==> config.mk <==
export PLATFORM = sky130hd
export DESIGN_NAME = iob_merge_arb
export DESIGN_NICKNAME = d
export VERILOG_FILES = /design/src/rtl/iob_merge_arb_pkg.sv /design/src/rtl/iob_merge_route_fifo.sv /design/src/rtl/iob_merge_arb.sv
export SDC_FILE = /design/constraint.sdc
export NUM_CORES = 1
export LEC_CHECK = 0
export BUFFER_PORTS_ARGS = -buffer_cell sky130_fd_sc_hd__buf_4
export CORE_AREA = 2 2 121 123
export DETAILED_ROUTE_END_ITERATION = 16
export DIE_AREA = 0 0 123 125
export PLACE_DENSITY_LB_ADDON = 0.08
export SYNTH_ARGS = -nofsm -noshare
export SYNTH_HDL_FRONTEND = slang
export SYNTH_HIERARCHICAL = 1
export SYNTH_SLANG_ARGS = --single-unit
==> constraint.sdc <==
create_clock -name clk_i -period 3.3 [get_ports clk_i]
set_input_delay 0.165 -clock clk_i [delete_from_list [all_inputs] [get_ports clk_i]]
set_output_delay 0.165 -clock clk_i [all_outputs]
set_load 0.02 [all_outputs]
==> src/rtl/iob_merge_arb_pkg.sv <==
// Shared constants and types for the IOb merge arbiter.
// Width helpers keep 1-bit minimums so N=1 / depth-1 builds still elaborate.
package iob_merge_arb_pkg;

  function automatic int unsigned min1_clog2(input int unsigned v);
    return ($clog2(v) == 0) ? 1 : $clog2(v);
  endfunction

  typedef enum logic {
    StUnlocked,
    StLocked
  } lock_st_e;

endpackage

==> src/rtl/iob_merge_route_fifo.sv <==
// Route FIFO holding the owning master index of each read in flight.
// dout shows the head entry combinationally; push when full and pop when empty are ignored.
module iob_merge_route_fifo
  import iob_merge_arb_pkg::*;
#(
  parameter int unsigned W     = 1,
  parameter int unsigned DEPTH = 4
) (
  input  logic         clk_i,
  input  logic         cke_i,
  input  logic         arst_i,
  input  logic         push,
  input  logic [W-1:0] din,
  input  logic         pop,
  output logic [W-1:0] dout,
  output logic         full,
  output logic         empty
);

  localparam int unsigned PtrW = min1_clog2(DEPTH);
  localparam int unsigned LvlW = PtrW + 1;

  logic [W-1:0]    mem_q [DEPTH];
  logic [W-1:0]    mem_d [DEPTH];
  logic [PtrW-1:0] rd_ptr_q, rd_ptr_d;
  logic [PtrW-1:0] wr_ptr_q, wr_ptr_d;
  logic [LvlW-1:0] level_q, level_d;
  logic            do_push, do_pop;

  function automatic logic [PtrW-1:0] ptr_inc(input logic [PtrW-1:0] p);
    return (p == PtrW'(DEPTH - 1)) ? '0 : p + 1'b1;
  endfunction

  assign full    = (level_q == LvlW'(DEPTH));
  assign empty   = (level_q == '0);
  assign do_push = push & ~full;
  assign do_pop  = pop & ~empty;
  assign dout    = mem_q[rd_ptr_q];

  always_comb begin
    mem_d    = mem_q;
    rd_ptr_d = rd_ptr_q;
    wr_ptr_d = wr_ptr_q;
    level_d  = level_q;
    if (do_push) begin
      mem_d[wr_ptr_q] = din;
      wr_ptr_d        = ptr_inc(wr_ptr_q);
    end
    if (do_pop) begin
      rd_ptr_d = ptr_inc(rd_ptr_q);
    end
    if (do_push && !do_pop) begin
      level_d = level_q + 1'b1;
    end else if (!do_push && do_pop) begin
      level_d = level_q - 1'b1;
    end
  end

  always_ff @(posedge clk_i or posedge arst_i) begin
    if (arst_i) begin
      for (int i = 0; i < int'(DEPTH); i++) begin
        mem_q[i] <= '0;
      end
      rd_ptr_q <= '0;
      wr_ptr_q <= '0;
      level_q  <= '0;
    end else if (cke_i) begin
      mem_q    <= mem_d;
      rd_ptr_q <= rd_ptr_d;
      wr_ptr_q <= wr_ptr_d;
      level_q  <= level_d;
    end
  end

endmodule

==> src/rtl/iob_merge_arb.sv <==
// N-master to 1-slave IOb merge with round-robin arbitration and in-order read routing.
// Optional sticky stray-response flag err_o when IOB_MERGE_ARB_ERR_EN is defined.
module iob_merge_arb
  import iob_merge_arb_pkg::*;
#(
  parameter int unsigned DATA_W          = 32,
  parameter int unsigned ADDR_W          = 32,
  parameter int unsigned N               = 2,
  parameter int unsigned MAX_OUTSTANDING = 4
) (
  input  logic                    clk_i,
  input  logic                    cke_i,
  input  logic                    arst_i,
  input  logic [N-1:0]            m_avalid_i,
  input  logic [N*ADDR_W-1:0]     m_addr_i,
  input  logic [N*DATA_W-1:0]     m_wdata_i,
  input  logic [N*DATA_W/8-1:0]   m_wstrb_i,
  output logic [N-1:0]            m_ready_o,
  output logic [N*DATA_W-1:0]     m_rdata_o,
  output logic [N-1:0]            m_rvalid_o,
  output logic                    s_avalid_o,
  output logic [ADDR_W-1:0]       s_addr_o,
  output logic [DATA_W-1:0]       s_wdata_o,
  output logic [DATA_W/8-1:0]     s_wstrb_o,
  input  logic                    s_ready_i,
  input  logic [DATA_W-1:0]       s_rdata_i,
`ifdef IOB_MERGE_ARB_ERR_EN
  input  logic                    s_rvalid_i,
  output logic                    err_o
`else
  input  logic                    s_rvalid_i
`endif
);

  localparam int unsigned NBITS  = min1_clog2(N);
  localparam int unsigned STRB_W = DATA_W / 8;

  lock_st_e         lock_st_q, lock_st_d;
  logic [NBITS-1:0] lock_idx_q, lock_idx_d;
  logic [NBITS-1:0] last_grant_q, last_grant_d;

  logic [NBITS-1:0]  grant;
  logic              req;
  logic [ADDR_W-1:0] g_addr;
  logic [DATA_W-1:0] g_wdata;
  logic [STRB_W-1:0] g_wstrb;
  logic              is_read, block, avalid, acc;
  logic              fifo_full, fifo_empty, fifo_pop;
  logic [NBITS-1:0]  fifo_head;

  // Round-robin search starting just after the last accepted master; lock pins the grant.
  always_comb begin
    int unsigned idx;
    logic        found;
    grant = '0;
    found = 1'b0;
    idx   = 0;
    for (int unsigned i = 1; i <= N; i++) begin
      idx = (int'(last_grant_q) + i) % N;
      if (!found && m_avalid_i[idx]) begin
        found = 1'b1;
        grant = NBITS'(idx);
      end
    end
    if (lock_st_q == StLocked) begin
      grant = lock_idx_q;
    end
  end

  always_comb begin
    req     = m_avalid_i[grant];
    g_addr  = '0;
    g_wdata = '0;
    g_wstrb = '0;
    if (req) begin
      g_addr  = m_addr_i[int'(grant)*ADDR_W +: ADDR_W];
      g_wdata = m_wdata_i[int'(grant)*DATA_W +: DATA_W];
      g_wstrb = m_wstrb_i[int'(grant)*STRB_W +: STRB_W];
    end
    is_read = (g_wstrb == '0);
    block   = is_read & fifo_full;
    avalid  = req & ~block & ~arst_i;
    acc     = avalid & s_ready_i;
  end

  assign s_avalid_o = avalid;
  assign s_addr_o   = arst_i ? '0 : g_addr;
  assign s_wdata_o  = arst_i ? '0 : g_wdata;
  assign s_wstrb_o  = arst_i ? '0 : g_wstrb;
  assign m_ready_o  = N'(acc) << grant;

  always_comb begin
    lock_st_d    = lock_st_q;
    lock_idx_d   = lock_idx_q;
    last_grant_d = last_grant_q;
    if (acc) begin
      last_grant_d = grant;
    end
    unique case (lock_st_q)
      StUnlocked: begin
        if (avalid && !s_ready_i) begin
          lock_st_d  = StLocked;
          lock_idx_d = grant;
        end
      end
      StLocked: begin
        if (acc) begin
          lock_st_d = StUnlocked;
        end
      end
      default: lock_st_d = StUnlocked;
    endcase
  end

  always_ff @(posedge clk_i or posedge arst_i) begin
    if (arst_i) begin
      lock_st_q    <= StUnlocked;
      lock_idx_q   <= '0;
      last_grant_q <= NBITS'(N - 1);
    end else if (cke_i) begin
      lock_st_q    <= lock_st_d;
      lock_idx_q   <= lock_idx_d;
      last_grant_q <= last_grant_d;
    end
  end

  assign fifo_pop = s_rvalid_i & ~fifo_empty;

  iob_merge_route_fifo #(
    .W     (NBITS),
    .DEPTH (MAX_OUTSTANDING)
  ) u_route_fifo (
    .clk_i  (clk_i),
    .cke_i  (cke_i),
    .arst_i (arst_i),
    .push   (acc & is_read),
    .din    (grant),
    .pop    (fifo_pop),
    .dout   (fifo_head),
    .full   (fifo_full),
    .empty  (fifo_empty)
  );

  always_comb begin
    m_rvalid_o = '0;
    m_rdata_o  = '0;
    for (int unsigned k = 0; k < N; k++) begin
      if (fifo_pop && !arst_i && (fifo_head == NBITS'(k))) begin
        m_rvalid_o[k]                = 1'b1;
        m_rdata_o[k*DATA_W +: DATA_W] = s_rdata_i;
      end
    end
  end

`ifdef IOB_MERGE_ARB_ERR_EN
  logic err_q, err_d;

  assign err_d = err_q | (s_rvalid_i & fifo_empty);
  assign err_o = err_q;

  always_ff @(posedge clk_i or posedge arst_i) begin
    if (arst_i) begin
      err_q <= 1'b0;
    end else if (cke_i) begin
      err_q <= err_d;
    end
  end
`endif

endmodule

## Word level (Yosys, flattened, before mapping)

Index checks and enable logic that the tools add are counted.

- Bits in registers: 14
- Output and inout bits: 137
- Logic and storage cells: 99

- $add $sub $neg: 6
- Magnitude comparators: 6
- Equality and inequality tests: 3
- Shift-type cells: 4
- Muxes and demuxes: 33
- Bitwise operators: 16
- Reduce and logical (&&, ||, !) cells: 21

Operators with widths:

| operator | number |
|---|---|
| $mux W32 | 6 |
| $shiftx A64 B7 Y32 | 2 |
| $mux W1 | 17 |
| $and A1 B1 Y1 | 8 |
| $logic_and A1 B1 Y1 | 8 |
| $mux W4 | 2 |
| $reduce_and A2 Y1 | 4 |
| $shiftx A8 B4 Y4 | 1 |
| $ge A3 B3 Y1 const B | 2 |
| $lt A1 B2 Y1 const B | 3 |
| $mux W3 | 2 |
| $not A1 Y1 | 6 |
| $not A2 Y3 | 2 |
| $logic_not A1 Y1 | 5 |
| $add A2 B1 Y2 const B | 2 |
| $bwmux W4 | 1 |
| $eq A2 B2 Y1 const B | 2 |
| $logic_not A4 Y1 | 1 |
| $mux W2 | 2 |
| $add A3 B1 Y3 const B | 1 |
| $eq A3 B3 Y1 const B | 1 |
| $logic_not A3 Y1 | 1 |
| $lt A3 B1 Y1 const B | 1 |
| $reduce_and A3 Y1 | 1 |
| 7 further kinds | 8 |

## Depth between registers and ports, before layout

Gate-level depths: netlist of run 1.

- Word-level depth: 23
- Mapped depth: 13
- Mapped depth without buffers: 12

## Hierarchy

Netlist of run 1, hierarchy kept.

By module, submodules not included:

| module | times used | cells an instance | area an instance (um^2) |
|---|---|---|---|
| iob_merge_arb | 1 | 332 | 1676.6 |
| iob_merge_route_fifo | 1 | 50 | 635.6 |

## Worst setup path before layout of run 1

OpenSTA, ideal clock, no wires.

- Path kind: flip-flop to flip-flop
- Start point: register last_grant_q
- End point: register u_route_fifo.level_q[2]
- Library setup time: 0.123 ns
- Data arrival time: 2.469 ns
- Data required time: 3.177 ns
- Path slack: 0.709 ns
- Cell stages (with the launch flop): 13
- Cells stage by stage: dfstp_2 > a21bo_1 > o21a_1 > buf_6 > nand2_1 > a2111oi_1 > and2b_2 > ha_1 > inv_1 > fa_1 > xnor2_1 > nand2_1 > xnor2_1

- Longest elaborated chain between the ends: 23
- Elaborated cells on any way between the ends: 30

Ends and longest elaborated chain:

| item | RTL line | text |
|---|---|---|
| from (decl) | iob_merge_arb.sv:40 | `logic [NBITS-1:0] last_grant_q, last_grant_d;` |
| from (signal assigned) | iob_merge_arb.sv:119 | `last_grant_q <= NBITS'(N - 1);` |
| from (signal assigned) | iob_merge_arb.sv:123 | `last_grant_q <= last_grant_d;` |
| $add A1 B1 Y1 | iob_merge_arb.sv:59 | `idx = (int'(last_grant_q) + i) % N;` |
| $mux W1 (implied by the code) (2 in a row) | iob_merge_arb.sv:60 | `if (!found && m_avalid_i[idx]) begin` |
| $mux W1 | iob_merge_arb.sv:60 |  |
| $logic_not A1 Y1 | iob_merge_arb.sv:60 |  |
| $logic_and A1 B1 Y1 | iob_merge_arb.sv:60 |  |
| $mux W1 * | iob_merge_arb.sv:60 |  |
| $mux W1 * | iob_merge_arb.sv:65 | `if (lock_st_q == StLocked) begin` |
| branches (longest 9 deep; another with $shiftx A8 B4 Y4) | - |  |
| $and A1 B1 Y1 * | iob_merge_arb.sv:136 | `.push (acc & is_read),` |
| $and A1 B1 Y1 * | iob_merge_route_fifo.sv:36 | `assign do_push = push & ~full;` |
| $logic_not A1 Y1 | iob_merge_route_fifo.sv:54 | `end else if (!do_push && do_pop) begin` |
| $logic_and A1 B1 Y1 | iob_merge_route_fifo.sv:54 |  |
| $reduce_bool A2 Y1 (no line) | - |  |
| $reduce_and A2 Y1 (no line) | - |  |
| to (signal assigned) | iob_merge_route_fifo.sv:71 | `level_q <= level_d;` |
| to (decl) | iob_merge_route_fifo.sv:27 | `logic [LvlW-1:0] level_q, level_d;` |

Every way passes the cells marked *. The select of a mux whose other input is x is not followed.
A chain may end at the register's enable or synchronous reset.

## Worst setup path in the final report of run 1

Ends and elaborated chain as after synthesis.

==> results.yml, run 1 <==
die:
  start_util: 0.1628
  fp.dieArea_mm2: 0.01538
  row_count: 44
  ios: 312
  dieHeight_um: 125
  fp.dieW_um: 123
  design.core.area_mm2: 0.01420
synthesis:
  synth_nets: 564
  synth_ff_type: "dfrtp_1"
  ys_ff_latch: 14
  synth_area_leaders: "nand2_1 23%, and2_1 17%, a21oi_1 15%, dfrtp_1 14%, mux2_2 3.9%"
  synth_edf_count: 0
  syn_area_mm2: 0.002312
  syn_inst: 382
  synth.avg_cell_area_um2: 6.053
  synthArstFlopShare: 1.000
  seq_area_frac_synth: 0.1521
  synthDistinctLibCells: 38
  yosys.area.top_type: "nand2_1"
  synthDominantCellAreaShare: 0.2305
  yosys_warnings: 6
grt:
  track_usage: 0.1501
  antenna_found_initial: 0
  grt_max_degree: 74
  grt-ovfl-total: 0
  grt_pass1_wl_um: 18170
  grt_pass1_vias: 3411
critical_path:
  rr_endpoint: "u_route_fifo/level_q[2]"
  r2r_slack_ps: 510
  crit_path_max_fanout: 4
  crit_type: "flip-flop to flip-flop"
  startpoint_type: "flip-flop"
  critPathRequiredTime_ps: 3420
  cp.arrival_ps: 2910
  worst-r2r-cell-count: 11
  setup.worst_path.end_class: "flip-flop"
  reg2reg_from: "last_grant_q"
drt:
  route.detailed.drc: 0
  vias_per_cell: 4.214
  vias: 3616
  ant_nets: 0
  wl_um: 12550
  detail_route.wl_per_cell_um: 14.62
  dr.pass1.iters: 4
  drt_iter0_drc: 183
placed_design:
  place_hpwl_um: 10260
  routabilityCongestion: 0.8344
  portBuffers: 311
timing:
  clock.fmax_ghz: 0.3586
  maxSlewViolCount: 0
  finalSetupViolations: 0
  period_minus_slack_ps: 2788
  fin_crit_sh: 0.8450
  rsz0062_at_grt: "no"
  fin_tns_setup_ps: 0
  final-hold-violation-count: 0
  skew_ps: 1.473
  tightest_slew_ps: 933.2
  relSlewSlack: 0.3779
clock_tree:
  clock-sinks: 14
  cts_buffer_depth: 2
  clock_latency_ps: 240
  cts.reportedPaths.clkPinSlew_ps: 50
  numCtsBuffers: 3
  root_buffer: "clkbuf_16"
  htree_levels: 1
  cts_setup_buffers: 0
  cts_tree: "yes"
cells_and_area:
  finalCoreUtilization: 0.3444
  multi_input_area_mm2: 0.001802
  final_common_cell: "buf_4"
  fin_nets: 857
  mostFrequentLayoutCells: "316 x buf_4, 142 x nand2_1, 68 x a21oi_1"
  antennaDiodeCount: 0
  fillers: 1554
  drive_above_1_share: 0.5015
  seq_area_um2: 351.6
  area.growth.synth_to_final_pct: 111.6
pwr:
  vdd_drop_max_v: 0.0002073
  p_per_area_mw_per_mm2: 487.1
  leakage_uw: 0.002638
worst_hold_path:
  min_to: "lock_idx_q"
  hold_depth: 3
  min_path_type: "input port to flip-flop"
  min_from: "s_ready_i"
status:
  status: "completed"
run:
  maxCapViolCount: 0
==> area by class of cell <==
| type | instances | area share |
|---|---|---|
| repair buffers | 317 | 0.4870 |
| well taps | 184 | 0.04706 |
| inverters | 10 | 0.007673 |
| multi-input cells | 329 | 0.3683 |
| clock buffers | 4 | 0.01816 |
| flip-flops and latches | 14 | 0.07187 |
==> registers in the layout, indices dropped and copies added (netlist names), named ones only <==
signal / cells
u_route_fifo/rd_ptr_q: 2
u_route_fifo/mem_q: 4
last_grant_q: 1
u_route_fifo/wr_ptr_q: 2
lock_idx_q: 1
u_route_fifo/level_q: 3
==> metrics by stage <==
stage                     setup slack (ps)  hold WS [ps]  instance area [um^2]  cells  power (uW)
after floorplan                      708.8        -76.95                  2312    382        1434
after global placement               490.7         102.3                  4793    853        2145
after detailed placement             480.1         100.5                  4793    853        2154
after CTS                            487.5         233.9                  4892    858        2419
after global routing                 308.2         239.5                  4892    858        2601
final                                511.6         234.8                  4892    858        2383
==> kinds of logic after synthesis <==
| family | Yosys count | share of synthesized area |
|---|---|---|
| xor+xnor | 3 | 0.01137 |
| fa+ha+maj | 7 | 0.04113 |
| compound gates | 78 | 0.1916 |
| simple gates | 229 | 0.4697 |
| buf+inv | 39 | 0.07197 |
| flops | 14 | 0.1521 |
| mux | 12 | 0.06223 |
==> power by group <==
group | switching, uW | leakage (uW) | internal, uW | total, uW
logic | 1080 | 0.00242 | 734 | 1810
registers | 76.3 | 0.000171 | 239 | 316
clock network | 69.6 | 0.0000442 | 184 | 253
==> repair_timing <==
action	CTS	global route
gates resized for setup	0	0
endpoints found under the hold margin	13	0
hold buffers	1	0
==> worst max path at each step <==
stage,slack [ps],to,cells past startpoint,from
2_1_floorplan,710,u_route_fifo/level_q[2],12,last_grant_q
3_3_place_gp,490,u_route_fifo/level_q[2],11,m_wstrb_i[0]
3_5_place_dp,480,u_route_fifo/level_q[2],11,last_grant_q
4_1_cts,490,u_route_fifo/level_q[2],11,last_grant_q
5_1_grt,310,u_route_fifo/level_q[2],11,last_grant_q
6_report,510,u_route_fifo/level_q[2],11,last_grant_q
==> synthesized netlist by cell type (2+ instances only) <==
cell	n
nor2b_1	2
nor3_1	3
inv_1	9
nor2_1	4
nor4_1	4
clkbuf_1	18
nand2_1	142
buf_2	10
mux2i_1	2
and2_1	64
a21oi_1	68
xnor2_1	2
nor3b_1	5
dfrtp_1	13
mux2_2	8
ha_1	6
==> worst max-delay path: stages, from the launching register on <==
cell and delay [ps]:
dfstp_2 530, a21bo_1 150, o21a_2 170, nand2_1 50
a2111oi_1 530, and2b_2 230, ha_1 170, inv_1 60
fa_1 370, xnor2_1 170, nand2_1 90, xnor2_1 140
==> per-layer routing <==
metal | track usage | vias to the layer above | part of all wire
met2 | 0.2954 | 178 | 0.53
li1 | - | 1822 | -
met4 | 0.02741 | 0 | 0.011
met3 | 0.03102 | 8 | 0.095
met1 | 0.1619 | 1608 | 0.36
met5 | 0 | - | 0
(Power assumes the default switching activity.)
==> run 2: changes to the inputs <==
ABC_AREA = 1   (was not set)
CORE_AREA = 2 2 120 122   (was 2 2 121 123)
DIE_AREA = 0 0 122 124   (was 0 0 123 125)
clock period = 2.45 ns   (was 3.3 ns; I/O delays follow)
==> results.yml, run 2 <==
status:
  status: "complete, but fails checks"
  violations: "setup timing"
placed_design:
  portBuffers: 311
  place_ws_ps: -175.5
  dpl-instance-area_mm2: 0.005276
  numPlacedInstances: 950
  place_hpwl_um: 11990
  routabilityCongestion: 0.8294
cells_and_area:
  area.growth.synth_to_final_pct: 119.4
  stdcell_count: 967
  mostFrequentLayoutCells: "350 x buf_4, 90 x nand2_1, 71 x nor2_1"
  largest_reg_flops: 4
  multi_input_area_mm2: 0.001963
  fin_nets: 970
  drive_above_1_share: 0.5451
  final_common_cell: "buf_4"
  fillers: 1466
  top_regs: "u_route_fifo/mem_q x4, u_route_fifo/level_q x3"
  seq_area_um2: 351.6
  stdcell_area_mm2: 0.005568
  antennaDiodeCount: 0
  largest-register: "u_route_fifo/mem_q"
grt:
  met1_usage: 0.2126
  grt_pass1_wl_um: 21090
  gr-usage-met2: 0.3153
  antenna_found_initial: 0
  grt_pass1_vias: 3881
  grt-ovfl-total: 0
  busiest_layer: "met2"
  grt_use_met3: 0.03663
  grt_max_degree: 55
  track_usage: 0.1753
synthesis:
  synth_most_common_cell: "nand2_1"
  synthTopCellsByCount: "102 x nand2_1, 74 x nor2_1, 71 x nand3_1, 51 x a21oi_1, 49 x inv_1"
  synth_ff_type: "dfrtp_1"
  synthArstFlopShare: 1.000
  yosys.area.top_type: "nand2_1"
  synth_compound_area_frac: 0.1918
  ys_ff_latch: 14
  synth.avg_cell_area_um2: 5.504
  muxShareOfSynthArea: 0.004438
  syn_inst: 461
  synthAdderAreaFrac: 0.03748
  synth_nets: 643
  synth_area_leaders: "nand2_1 15%, nand3_1 14%, dfrtp_1 13%, nor2_1 11%, a21oi_1 10%"
  synth_xor_area_frac: 0.006903
  seq_area_frac_synth: 0.1386
  synth_top_family_by_area: "simple AND/OR/NAND/NOR gates"
  syn_area_mm2: 0.002537
  yosys_warnings: 6
  synthDominantCellAreaShare: 0.1509
  synth_edf_count: 0
  synthDistinctLibCells: 30
  synth_simple_gate_area_frac: 0.4758
timing:
  rsz0062_at_grt: "yes"
  skew_ps: 1.125
  period_minus_slack_ps: 2547
  setup_ws_ps: -97.35
  finalSetupViolations: 2
  maxSlewViolCount: 0
  final-hold-violation-count: 0
  clock.fmax_ghz: 0.3926
  relSlewSlack: 0.6855
  fin_crit_sh: 1.040
  fin_tns_setup_ps: -189.0
  tightest_slew_ps: 471.2
worst_hold_path:
  min_path_type: "input port to flip-flop"
clock_tree:
  clock_latency_ps: 240
  cts_buffer_depth: 2
  clock-sinks: 14
  htree_levels: 1
  root_buffer: "clkbuf_16"
  numCtsBuffers: 3
  cts.reportedPaths.clkPinSlew_ps: 50
  cts_tree: "yes"
pwr:
  vdd_drop_max_v: 0.0002830
  leakage_uw: 0.003093
  p_per_area_mw_per_mm2: 700.4
die:
  ios: 312
  design.core.area_mm2: 0.01372
  dieHeight_um: 124
  start_util: 0.1850
  fp.dieArea_mm2: 0.01513
  fp.dieW_um: 122
  row_count: 43
critical_path:
  crit_path_max_fanout: 5
  startpoint_type: "flip-flop"
  setup.worst_path.end_class: "flip-flop"
  crit_type: "flip-flop to flip-flop"
  critPathRequiredTime_ps: 2580
  cp.arrival_ps: 2680
drt:
  dr.pass1.iters: 4
  ant_nets: 0
  route.detailed.drc: 0
  drt_iter0_drc: 220
  vias_per_cell: 4.381
  vias: 4236
  detail_route.wl_per_cell_um: 15.34
  wl_um: 14830
run:
  maxCapViolCount: 0
## run 2: changes by cell type in the layout (fill, tap and decap cells not counted), moves of 14 or more
cell     before  now
nand2_1     142   90
inv_1         9   45
nor2_1        4   71
and2_1       64    0
a21oi_1      68   50
a21oi_2       0   21
nand3_1       0   66
buf_4       316  350
nand2_2       0   14
## run 2: repair_timing
action,4_1_cts,5_1_grt
endpoints found under the setup margin,2,23
buffers inserted,12,0
hold buffers,1,0
hold endpoints to repair,13,0
gates resized for setup,10,14
pin swaps,9,2
## run 2: path summary, 6_finish.rpt
check,startpoint,end,slack (ps),depth (start not counted)
max in group asynchronous,arst_i,u_route_fifo/level_q[2],1650,3
max reg2reg,last_grant_q,u_route_fifo/level_q[1],-100,17
max,last_grant_q,u_route_fifo/level_q[1],-100,17
min in group asynchronous,arst_i,lock_idx_q,370,3
min,s_ready_i,flip-flop,170,2
min reg2reg,u_route_fifo/mem_q[0],u_route_fifo/mem_q[0],480,2
## run 2: final cells by class
type                            instances  share of cell area
Tap cell                              180             0.04045
Clock buffer                            4             0.01596
Multi-Input combinational cell        359              0.3526
Inverter                               53             0.03573
Sequential cell                        14             0.06315
Timing Repair Buffer                  357              0.4921
## run 2: cell families (layout without fill, tap and decap cells)
logic type               after synthesis  in the layout
AND/OR/NAND/NOR                      271            271
buffers and inverters                 88            414
AO/OA/AOI/OAI                         78             78
flip-flops                            14             14
adder cells (fa/ha/maj)                7              7
XOR/XNOR                               2              2
multiplexers                           1              1
## run 2: routing by layer
metal / vias to the layer above / routed length (um) / share of wire
met3: 19 / 1144 / 0.077
met4: 0 / 291 / 0.020
li1: 2136 / - / -
met1: 1939 / 5764 / 0.39
met5: - / 0 / 0
met2: 142 / 7628 / 0.51
## run 2: through the flow
step,power [uW],hold WS (ps),util
2_1_floorplan,2150,-107.8,-
3_3_place_gp,3366,85.76,0.3846
3_5_place_dp,3401,86.67,0.3846
4_1_cts,3867,159.7,0.4016
5_1_grt,4221,212.9,0.4058
6_report,3900,165.6,0.4058
## run 2: power breakdown
group	internal [uW]	switching [uW]	leakage, uW
combinational	1320	1790	0.00287
clock	248	99.9	0.0000442
sequential	334	110	0.000175
total	1900	2000	0.00309
## run 2: worst max-delay path: stages (launching register included)
cell	delay [ps]
dfstp_2	530
nand2_2	60
nand3_4	130
buf_6	120
nand3_4	60
nand2_2	90
nor2_4	50
nand3_2	80
nand2_2	50
inv_2	70
nand2_4	60
nor2_4	90
inv_2	50
a21oi_4	140
ha_4	160
inv_2	40
fa_2	390
mux2_2	260
